$ cat src/rtl/fp_div_result_queue.sv
// fp_div_result_queue: registered result stage behind the single-precision divider.
// Captures quotient words with their overflow/underflow flags, classifies them as
// NaN/zero, buffers them in a small FIFO and keeps saturating event counters.
module fp_div_result_queue #(
  parameter int DATA_WIDTH = 32,
  parameter int DEPTH      = 4,
  parameter int CNT_WIDTH  = 8
) (
  input  logic                       clk,
  input  logic                       rst,
  input  logic                       in_valid,
  output logic                       in_ready,
  input  logic [DATA_WIDTH-1:0]      in_m,
  input  logic                       in_overflow,
  input  logic                       in_underflow,
  output logic                       out_valid,
  input  logic                       out_ready,
  output logic [DATA_WIDTH-1:0]      out_m,
  output logic [3:0]                 out_flags,
  output logic [$clog2(DEPTH):0]     count,
  input  logic                       clr_counts,
  output logic [CNT_WIDTH-1:0]       ovf_count,
  output logic [CNT_WIDTH-1:0]       unf_count
);

  localparam int PTR_W = $clog2(DEPTH);
  localparam int CNT_W = PTR_W + 1;
  localparam logic [CNT_W-1:0]     FULL_COUNT = CNT_W'(DEPTH);
  localparam logic [CNT_WIDTH-1:0] CNT_MAX    = {CNT_WIDTH{1'b1}};

  // Each entry holds the quotient with its flags {ovf, unf, nan, zero} in the low bits.
  logic [DATA_WIDTH+3:0] mem_q [DEPTH];

  logic [PTR_W-1:0]     wr_ptr_q, wr_ptr_d;
  logic [PTR_W-1:0]     rd_ptr_q, rd_ptr_d;
  logic [CNT_W-1:0]     count_q, count_d;
  logic [CNT_WIDTH-1:0] ovf_count_q, ovf_count_d;
  logic [CNT_WIDTH-1:0] unf_count_q, unf_count_d;

  logic       push;
  logic       pop;
  logic [7:0] in_exp;
  logic       mant_nonzero;
  logic [3:0] in_flags;

  // Handshakes, IEEE-754 classification of the incoming word and next-state logic.
  // in_ready comes from the registered count only, so a pop while full never frees a slot
  // in the same cycle; pointers wrap naturally because DEPTH is a power of two.
  always_comb begin
    in_ready     = (count_q != FULL_COUNT);
    out_valid    = (count_q != '0);
    push         = in_valid & in_ready;
    pop          = out_valid & out_ready;
    in_exp       = in_m[DATA_WIDTH-2 -: 8];
    mant_nonzero = (in_m[DATA_WIDTH-10:0] != '0);
    in_flags     = {in_overflow, in_underflow,
                    (in_exp == 8'hFF) & mant_nonzero,
                    (in_exp == 8'h00) & ~mant_nonzero};

    wr_ptr_d    = wr_ptr_q;
    rd_ptr_d    = rd_ptr_q;
    count_d     = count_q;
    ovf_count_d = ovf_count_q;
    unf_count_d = unf_count_q;

    if (push) wr_ptr_d = wr_ptr_q + 1'b1;
    if (pop)  rd_ptr_d = rd_ptr_q + 1'b1;

    if (push && !pop)      count_d = count_q + 1'b1;
    else if (pop && !push) count_d = count_q - 1'b1;

    if (clr_counts) begin
      ovf_count_d = '0;
      unf_count_d = '0;
    end else begin
      if (push && in_overflow  && (ovf_count_q != CNT_MAX)) ovf_count_d = ovf_count_q + 1'b1;
      if (push && in_underflow && (unf_count_q != CNT_MAX)) unf_count_d = unf_count_q + 1'b1;
    end
  end

  // Control state: pointers, occupancy and event counters, all cleared by reset.
  always_ff @(posedge clk or posedge rst) begin
    if (rst) begin
      wr_ptr_q    <= '0;
      rd_ptr_q    <= '0;
      count_q     <= '0;
      ovf_count_q <= '0;
      unf_count_q <= '0;
    end else begin
      wr_ptr_q    <= wr_ptr_d;
      rd_ptr_q    <= rd_ptr_d;
      count_q     <= count_d;
      ovf_count_q <= ovf_count_d;
      unf_count_q <= unf_count_d;
    end
  end

  // Storage is written on push only; its contents are never read while the queue is empty.
  always_ff @(posedge clk) begin
    if (push) mem_q[wr_ptr_q] <= {in_m, in_flags};
  end

  // Head entry is shown straight from storage, forced to zero while the queue is empty.
  always_comb begin
    out_m     = '0;
    out_flags = '0;
    if (out_valid) begin
      out_m     = mem_q[rd_ptr_q][DATA_WIDTH+3:4];
      out_flags = mem_q[rd_ptr_q][3:0];
    end
    count     = count_q;
    ovf_count = ovf_count_q;
    unf_count = unf_count_q;
  end

endmodule
$ cat config.mk
export PLATFORM = sky130hd
export DESIGN_NAME = fp_div_result_queue
export DESIGN_NICKNAME = d
export VERILOG_FILES = /design/src/rtl/fp_div_result_queue.sv
export SDC_FILE = /design/constraint.sdc
export NUM_CORES = 1
export LEC_CHECK = 0
export ABC_CLOCK_PERIOD_IN_PS = 4100
export CAP_MARGIN = 10
export CORE_UTILIZATION = 50
export DETAILED_ROUTE_END_ITERATION = 8
export HOLD_SLACK_MARGIN = 0.1
export PLACE_DENSITY_LB_ADDON = 0.12
export SYNTH_ARGS = -nofsm -noshare
export SYNTH_HDL_FRONTEND = slang
export SYNTH_SLANG_ARGS = --single-unit
$ cat constraint.sdc
create_clock -name clk -period 4.1 [get_ports clk]
set_input_delay 0.41 -clock clk [delete_from_list [all_inputs] [get_ports clk]]
set_output_delay 0.41 -clock clk [all_outputs]
set_load 0.01 [all_outputs]
==> results.ini, run 1 <==
[placed_design]
place_ws_ns = 1.55
io_buffers = 95
dp.cells = 631
place_area_mm2 = 0.00794
dp_hpwl_um = 7740
gp_congestion = 0.833

[global_route]
grtUsageTotal_pct = 19.7
grt_max_degree = 38
grt_pass1_wl_um = 20300
grt_antenna_before_repair = 0
overflow = 0
grt_pass1_vias = 3846

[pwr]
power_density_mw_per_mm2 = 698
vdd_drop_max_mv = 0.375
p_leak_nw = 2.86
power.total_mw = 5.94

[cells_and_area]
multiInputGateArea_mm2 = 0.00181
fin_cells = 663
area_growth_pct = 25.1
drive_above_1_share_pct = 16.4
regArea_mm2 = 0.00490
stdcell_area_mm2 = 0.00851
diodes = 0
nFillCells = 994
nets = 521

[synth]
yosysWarningCount = 0
synth_area_leader_cell = edfxtp_1
synthCells = 374
async_reset_ff_share_pct = 13.8
ys_types = 42
synth.yosys.seq_area_share_pct = 72.0
synth_edf_count = 144
yosysTopAreaCellShare_pct = 63.5
synth.most_common_cell = edfxtp_1
synth.avg_cell_area_um2 = 18.2
synth_flop_cell = edfxtp_1
synth_area_leaders = edfxtp_1 (64%), mux4_2 (12%), dfrtp_1 (8.5%)
synthesis.nets = 421
ys_ff_latch = 167
netlist_area_mm2 = 0.00681
synthTopCellsByCount = edfxtp_1 (144), and2_1 (38), mux4_2 (36), dfrtp_1 (23), nor2_1 (10)

[detailed_routing]
vias = 3671
antenna_left = 0
wl_met1_um = 5310
first_pass_iters = 5
drc = 0
wl_met2_um = 6390
wl_per_cell_um = 19.2
top_layer_used = met4
wl_met3_um = 842
viasPerCell = 5.54
wirelength_um = 12700
drt_iter0_drc = 282

[sta]
worst_slew_pin_slew_ns = 1.00
maxSlewHeadroom_pct = 33.2
fin_ws_ns = 1.17
period_minus_slack_ns = 2.93
period_share_pct = 71.5
rsz0062_at_grt = no
worst_clock_skew_ns = 0.00678
setup-violations-final = 0
fin_tns_setup_ns = 0
final_max_slew_viol_count = 0
hold_violations = 0
fmax_mhz = 341

[clocking]
cts_setup_buffers = 0
worstSkewPairLatency_ns = 0.42
cts_made_buffers = 17
clock_path_buffers = 2
cts_resized = 0
cts_tree = done
cts.sinks = 167
ctsHoldBuffers = 0
clkSlewWorstSetupHoldPaths_ns = 0.06
root_buffer = clkbuf_16
htree_levels = 4

[floorplanning]
dieArea_mm2 = 0.0141
initial_utilization_pct = 51.4
die_h_um = 119
core_mm2 = 0.0132
die_x_um = 119
ios = 96
std_cell_rows = 42

[worst_setup_path]
r2r_slack_ns = 1.60
crit_chain = or3_1, buf_4, and2_1, clkdlybuf4s50_1
cp_max_fo = 20
r2r-end = count[2]
worstSetupPathType = reg2out
crit_arrival_ns = 2.52
worst-path-buf-inv = 2
critPathMaxStageDelay_ns = 0.68
path_delay_family = simple AND/OR/NAND/NOR gates
cp.required_ns = 3.69
r2r_start = count[0]
end_kind = output port
slowest_stage = or3_1
worst-r2r-cell-count = 8
start_kind = flip-flop

[job]
timing.max_cap.violations = 0

[status]
status = finished, final reports clean

[min_path]
min_path_type = in2async

[area by class of cell]
class	instances	area share, %
clock inverters	10	1.51
multi-input cells	184	21.3
well taps	176	2.59
clock buffers	22	5.22
flip-flops and latches	167	57.6
repair buffers	97	11.5
inverters	7	0.309
[metal layers]
layer,up-vias,global-route usage (%)
met5,-,0
met4,0,7.20
met3,17,5.79
met2,105,31.9
met1,1863,25.4
li1,1686,-
[layout by cell type, fill, tap and decap left out, types with 5 or more instances in the layout]
| cell | n |
|---|---|
| clkbuf_16 | 17 |
| edfxtp_1 | 144 |
| nand2_1 | 5 |
| dfrtp_1 | 21 |
| ha_1 | 7 |
| nand3_1 | 9 |
| xnor2_1 | 5 |
| inv_1 | 7 |
| o21ai_0 | 6 |
| a21oi_1 | 9 |
| nor2_1 | 10 |
| and2_1 | 38 |
| nor4_1 | 7 |
| clkdlybuf4s50_1 | 95 |
| clkbuf_1 | 5 |
| nand4_1 | 7 |
| mux4_2 | 36 |
[how the worst max path moves through the flow]
| stage | startpoint | end | slack [ns] | cells past startpoint |
|---|---|---|---|---|
| after CTS | count[0] | out_m[3] | 1.08 | 4 |
| after global placement | count[0] | out_flags[3] | 1.58 | 4 |
| after global routing | count[1] | out_m[3] | 1.0 | 4 |
| after floorplan | count[0] | count[1] | 1.87 | 9 |
| final | count[0] | out_m[3] | 1.17 | 4 |
| after detailed placement | count[0] | count[2] | 1.55 | 8 |
[logic make-up (layout without fill, tap and decap cells)]
group,count (synthesis),in the layout,share of synthesized area (%)
DFF,167,167,72.0
and+or+nand+nor,103,103,9.10
muxes,40,40,12.6
AOI/OAI and AO/OA,24,24,2.15
buffers and inverters,23,136,1.45
xor gates and xnor gates,9,9,1.16
adders and majority gates,8,8,1.58
[metrics by stage]
| step | utilization, % | hold WS, ns |
|---|---|---|
| 6_report | 64.3 | 0.480 |
| 5_1_grt | 64.3 | 0.566 |
| 4_1_cts | 64.3 | 0.501 |
| 3_5_place_dp | 60.0 | 0.525 |
| 3_3_place_gp | 60.0 | 0.515 |
| 2_1_floorplan | - | 0.412 |
[report_power, final]
part	leakage [nW]	switching [mW]	internal, mW
logic	0.968	0.825	1.14
clock network	0.275	0.607	0.950
registers	1.62	0.203	2.21
total	2.86	1.64	4.31
[state kept, by name, summed over array words and instances, names as in the netlist]
signal,flops
count,3
mem_q,144
unf_count,8
rd_ptr_q,2
ovf_count,8
wr_ptr_q,2
Note: power is estimated with default switching activity, not from simulation.
==> inputs of run 2 (changes only) <==
--- a/config.mk
+++ b/config.mk
@@ -5,7 +5,7 @@
 export SDC_FILE = /design/constraint.sdc
 export NUM_CORES = 1
 export LEC_CHECK = 0
-export ABC_CLOCK_PERIOD_IN_PS = 4100
+export ABC_CLOCK_PERIOD_IN_PS = 2900
 export CAP_MARGIN = 10
 export CORE_UTILIZATION = 50
 export DETAILED_ROUTE_END_ITERATION = 8
==> constraint.sdc (replaced) <==
create_clock -name clk -period 2.9 [get_ports clk]
set_input_delay 0.29 -clock clk [delete_from_list [all_inputs] [get_ports clk]]
set_output_delay 0.29 -clock clk [all_outputs]
set_load 0.01 [all_outputs]
==> run 2 against run 1 <==
Compared with the run above:
- largest power group unchanged
- highest routed layer unchanged
- register-to-register slack got worse by 1.1 ns
- largest cell class unchanged
- sequential power rose by 36%
- sequential cell count did not move
- global-route usage barely moved
==> results.ini, run 2 (synthesis results as in run 1) <==
[detailed_routing]
wirelength_um = 12700
first_pass_iters = 4
vias = 3710
viasPerCell = 5.54
wl_per_cell_um = 19.0
drc = 0
antenna_left = 0
drt_iter0_drc = 297

[cells_and_area]
regArea_mm2 = 0.00490
drive_above_1_share_pct = 18.2
largest_register = mem_q
multiInputGateArea_mm2 = 0.00181
final_common_cell = edfxtp_1
diodes = 0
nFillCells = 947
nets = 528
area_growth_pct = 27.8
mostFrequentLayoutCells = edfxtp_1 (144), clkdlybuf4s50_1 (95), and2_1 (38)
largest_register_ffs = 144

[sta]
rsz0062_at_grt = no
fmax_mhz = 370
fin_tns_setup_ns = 0
hold_violations = 0
period_share_pct = 93.3
setup-violations-final = 0
worst_clock_skew_ns = 0.00514
worst_slew_pin_slew_ns = 0.882
holdWs_ns = 0.349
final_max_slew_viol_count = 0
maxSlewHeadroom_pct = 41.1
period_minus_slack_ns = 2.70

[clocking]
htree_levels = 4
cts_tree = done
cts_resized = 0
clkSlewWorstSetupHoldPaths_ns = 0.06
cts_setup_buffers = 0
cts_made_buffers = 17
cts.sinks = 167
ctsHoldBuffers = 0
root_buffer = clkbuf_16
worstSkewPairLatency_ns = 0.42
clock_path_buffers = 2

[pwr]
pwr-share-seq_pct = 37.7
p_int_mw = 6.36
p_leak_nw = 2.95
swShare_pct = 27.0
clkPwrFrac_pct = 27.6
switchingPower_mw = 2.36
combPwrFrac_pct = 34.7
power_density_mw_per_mm2 = 1000
vdd_drop_max_mv = 0.478

[status]
status = finished, final reports clean

[worst_setup_path]
crit_arrival_ns = 2.41
r2r_start = count[0]
end_kind = output port
crit_chain = buf_12, mux4_2, and2_1, clkdlybuf4s50_1
worst-path-buf-inv = 2
worstSetupPathType = reg2out
worst-r2r-cell-count = 8
r2r_slack_ns = 0.50
critPathMaxStageDelay_ns = 0.56
path_delay_family = buffers and inverters
start_kind = flip-flop
r2r-end = count[1]
cp_max_fo = 19
cp.required_ns = 2.61
slowest_stage = dfrtp_2

[global_route]
grt_pass1_vias = 3814
overflow = 0
grt_max_degree = 38
grt_pass1_wl_um = 20400
grtUsageTotal_pct = 19.8
grt_antenna_before_repair = 0

[floorplanning]
ios = 96
die_h_um = 119
dieArea_mm2 = 0.0141
core_mm2 = 0.0132
initial_utilization_pct = 51.4
die_x_um = 119
std_cell_rows = 42

[placed_design]
gp_congestion = 0.766
dp_hpwl_um = 7840
io_buffers = 95

[min_path]
min_path_type = in2async

[job]
timing.max_cap.violations = 0

-- run 2: changes by cell type in the layout (fill, tap and decap cells not counted), sizes merged --
| cell | before | now |
|---|---|---|
| clkbuf | 22 | 18 |
| clkinv | 5 | 6 |
| buf | 2 | 9 |
| bufinv | 3 | 5 |
| inv | 7 | 8 |
-- run 2: power groups by stage --
| stage | Combinational [mW] | Sequential [mW] | Clock [mW] |
|---|---|---|---|
| after global placement | 3.07 | 3.31 | 0 |
| after global routing | 3.25 | 3.33 | 2.54 |
| after detailed placement | 3.07 | 3.34 | 0 |
| final | 3.02 | 3.29 | 2.41 |
| after CTS | 3.09 | 3.29 | 2.44 |
| after floorplan | 1.67 | 3.28 | 0 |
-- run 2: worst register-to-register path, cell delays in order, from the launching register on --
cell and delay (ns):
dfrtp_1 0.45, nor3b_1 0.36, inv_1 0.26, nand2_1 0.18
inv_1 0.08, ha_1 0.23, inv_1 0.08, fa_1 0.40
mux2_2 0.26
-- run 2: stage by stage --
| stage | power [mW] | setup slack [ns] | cell area [µm²] | utilization (%) | cells |
|---|---|---|---|---|---|
| global placement | 6.39 | 0.611 | 8070 | 60.9 | 638 |
| floorplan | 4.95 | 0.668 | 6810 | - | 374 |
| global route | 9.12 | 0.0789 | 8700 | 65.7 | 670 |
| detailed placement | 6.41 | 0.524 | 8070 | 60.9 | 638 |
| finish | 8.72 | 0.196 | 8700 | 65.7 | 670 |
| CTS | 8.82 | 0.151 | 8700 | 65.7 | 670 |
-- run 2: worst max path at each step --
stage,start,end,slack [ns],depth (start not counted)
after global placement,count[0],count[1],0.61,8
after CTS,rd_ptr_q[0],out_m[22],0.15,4
after detailed placement,count[0],count[1],0.52,8
final,rd_ptr_q[0],out_m[22],0.20,4
after global routing,rd_ptr_q[0],out_m[22],0.08,4
after floorplan,count[0],count[1],0.67,9
-- run 2: cell type report --
| type | count | share of cell area, % |
|---|---|---|
| clock buffer | 18 | 4.93 |
| tap | 176 | 2.53 |
| sequential | 167 | 56.3 |
| clock inverter | 14 | 2.36 |
| inverter | 7 | 0.302 |
| timing repair buffer | 104 | 12.7 |
| multi-input combinational | 184 | 20.8 |
-- run 2: layer usage --
metal	vias to the layer above	wire length (µm)	GRT usage, %
li1	1704	-	-
met1	1871	5640	25.9
met2	115	6170	31.4
met3	20	659	5.45
met4	0	222	7.91
met5	-	0	0
==> inputs of run 3 (changes only) <==
--- a/config.mk
+++ b/config.mk
@@ -14,3 +14,4 @@
 export SYNTH_ARGS = -nofsm -noshare
 export SYNTH_HDL_FRONTEND = slang
 export SYNTH_SLANG_ARGS = --single-unit
+export TNS_END_PERCENT = 50
==> constraint.sdc (replaced) <==
create_clock -name clk -period 2.9 [get_ports clk]
set_input_delay 0.29 -clock clk [delete_from_list [all_inputs] [get_ports clk]]
set_output_delay 0.29 -clock clk [all_outputs]
set_load 0.005 [all_outputs]
==> run 3 against run 2 <==
Compared with the run above:
- wire length is 2.9% higher
- clock-buffer cell count rose by 6
- highest routed layer unchanged
- clock skew is 0.0021 ns higher
- critical path depth unchanged
==> results.ini, run 3 (synthesis results as in run 1) <==
[status]
status = finished, final reports clean

[cells_and_area]
nets = 530
diodes = 0
mostFrequentLayoutCells = edfxtp_1 (144), clkdlybuf4s50_1 (95), and2_1 (38)
post-route-util_pct = 65.6
largest_register_ffs = 144
fin_cells = 672
area_growth_pct = 27.6
largest_register = mem_q
regArea_mm2 = 0.00490
multiInputGateArea_mm2 = 0.00181
drive_above_1_share_pct = 18.3
nFillCells = 966
final_common_cell = edfxtp_1

[worst_setup_path]
cp.required_ns = 2.61
start_kind = flip-flop
r2r_start = count[0]
worstSetupPathType = reg2out
cp_max_fo = 15
end_kind = output port
crit_arrival_ns = 2.36
crit_start = rd_ptr_q[0]

[global_route]
grt_max_degree = 39
overflow = 0
grt_antenna_before_repair = 0
grt_pass1_wl_um = 21100
grtUsageTotal_pct = 20.4
grt_pass1_vias = 3890

[clocking]
htree_levels = 4
worstSkewPairLatency_ns = 0.42
clock_path_buffers = 2
root_buffer = clkbuf_16
cts.sinks = 167
cts_made_buffers = 17
cts_tree = done
cts_resized = 0
ctsHoldBuffers = 0
clkSlewWorstSetupHoldPaths_ns = 0.06
cts_setup_buffers = 0

[detailed_routing]
drc = 0
first_pass_iters = 4
wl_per_cell_um = 19.5
antenna_left = 0
wirelength_um = 13100
drt_iter0_drc = 330
vias = 3746
viasPerCell = 5.57

[floorplanning]
die_x_um = 119
core_mm2 = 0.0132
dieArea_mm2 = 0.0141
std_cell_rows = 42
die_h_um = 119
initial_utilization_pct = 51.4
ios = 96

[placed_design]
io_buffers = 95
dp_hpwl_um = 8220
dp.cells = 640
gp_congestion = 0.774

[pwr]
switchingPower_mw = 2.17
vdd_drop_max_mv = 0.524
pwr-share-seq_pct = 39.5
swShare_pct = 25.7
p_int_mw = 6.27
p_leak_nw = 2.95
combPwrFrac_pct = 33.3
clkPwrFrac_pct = 27.2
power_density_mw_per_mm2 = 972

[sta]
final_max_slew_viol_count = 0
fmax_mhz = 378
period_minus_slack_ns = 2.65
maxSlewHeadroom_pct = 38.4
setup-violations-final = 0
period_share_pct = 91.3
worst_slew_pin_slew_ns = 0.923
worst_clock_skew_ns = 0.00728
hold_violations = 0
rsz0062_at_grt = no
fin_tns_setup_ns = 0

[min_path]
min_path_type = in2async

[job]
timing.max_cap.violations = 0

-- run 3: cell types whose count changed in the layout (fill, tap and decap cells not counted), sizes merged --
cell / delta
inv: -1
clkbuf: +6
clkinv: -2
buf: +2
bufinv: -2
clkinvlp: -1
-- run 3: worst max-delay path, cell delays in order (launching register included) --
cell and delay (ns):
dfrtp_2 0.56, buf_12 0.23, mux4_2 0.50, and2_1 0.21, clkdlybuf4s50_1 0.45
-- run 3: area by class of cell --
class	count	area share [%]
Inverter	7	0.303
Sequential cell	167	56.5
Timing Repair Buffer	106	12.8
Tap cell	176	2.54
Multi-Input combinational cell	184	20.9
Clock inverter	8	1.38
Clock buffer	24	5.66
-- run 3: through the flow --
step	total power, mW	setup WS, ns	hold slack (ns)	cell area (µm²)
floorplan	4.78	0.710	0.292	6810
global placement	6.20	0.632	0.515	8070
detailed placement	6.25	0.556	0.509	8070
CTS	8.55	0.205	0.403	8680
global route	8.86	0.123	0.461	8680
finish	8.44	0.252	0.373	8680
-- run 3: path summary, 6_finish.rpt --
check,depth (start not counted),endpoint,slack (ns)
max,4,out_m[0],0.25
min,2,unf_count[1],0.37
max reg2reg,8,count[1],0.57
min reg2reg,1,count[2],0.52
max in group asynchronous,2,rd_ptr_q[0],1.89
min in group clk,1,mem_q[1][35],0.52
-- run 3: layer usage --
layer	global-route usage, %	share of wire (%)	up-vias
met3	5.94	6.1	8
met4	6.25	0.78	0
li1	-	-	1710
met5	0	0	-
met1	27.0	43	1913
met2	32.6	50	115
-- run 3: power by group through the flow --
| stage | sequential (mW) | clock (mW) | combinational [mW] |
|---|---|---|---|
| floorplan | 3.27 | 0 | 1.51 |
| global placement | 3.37 | 0 | 2.84 |
| detailed placement | 3.39 | 0 | 2.86 |
| CTS | 3.35 | 2.34 | 2.86 |
| global route | 3.39 | 2.44 | 3.04 |
| finish | 3.34 | 2.29 | 2.81 |
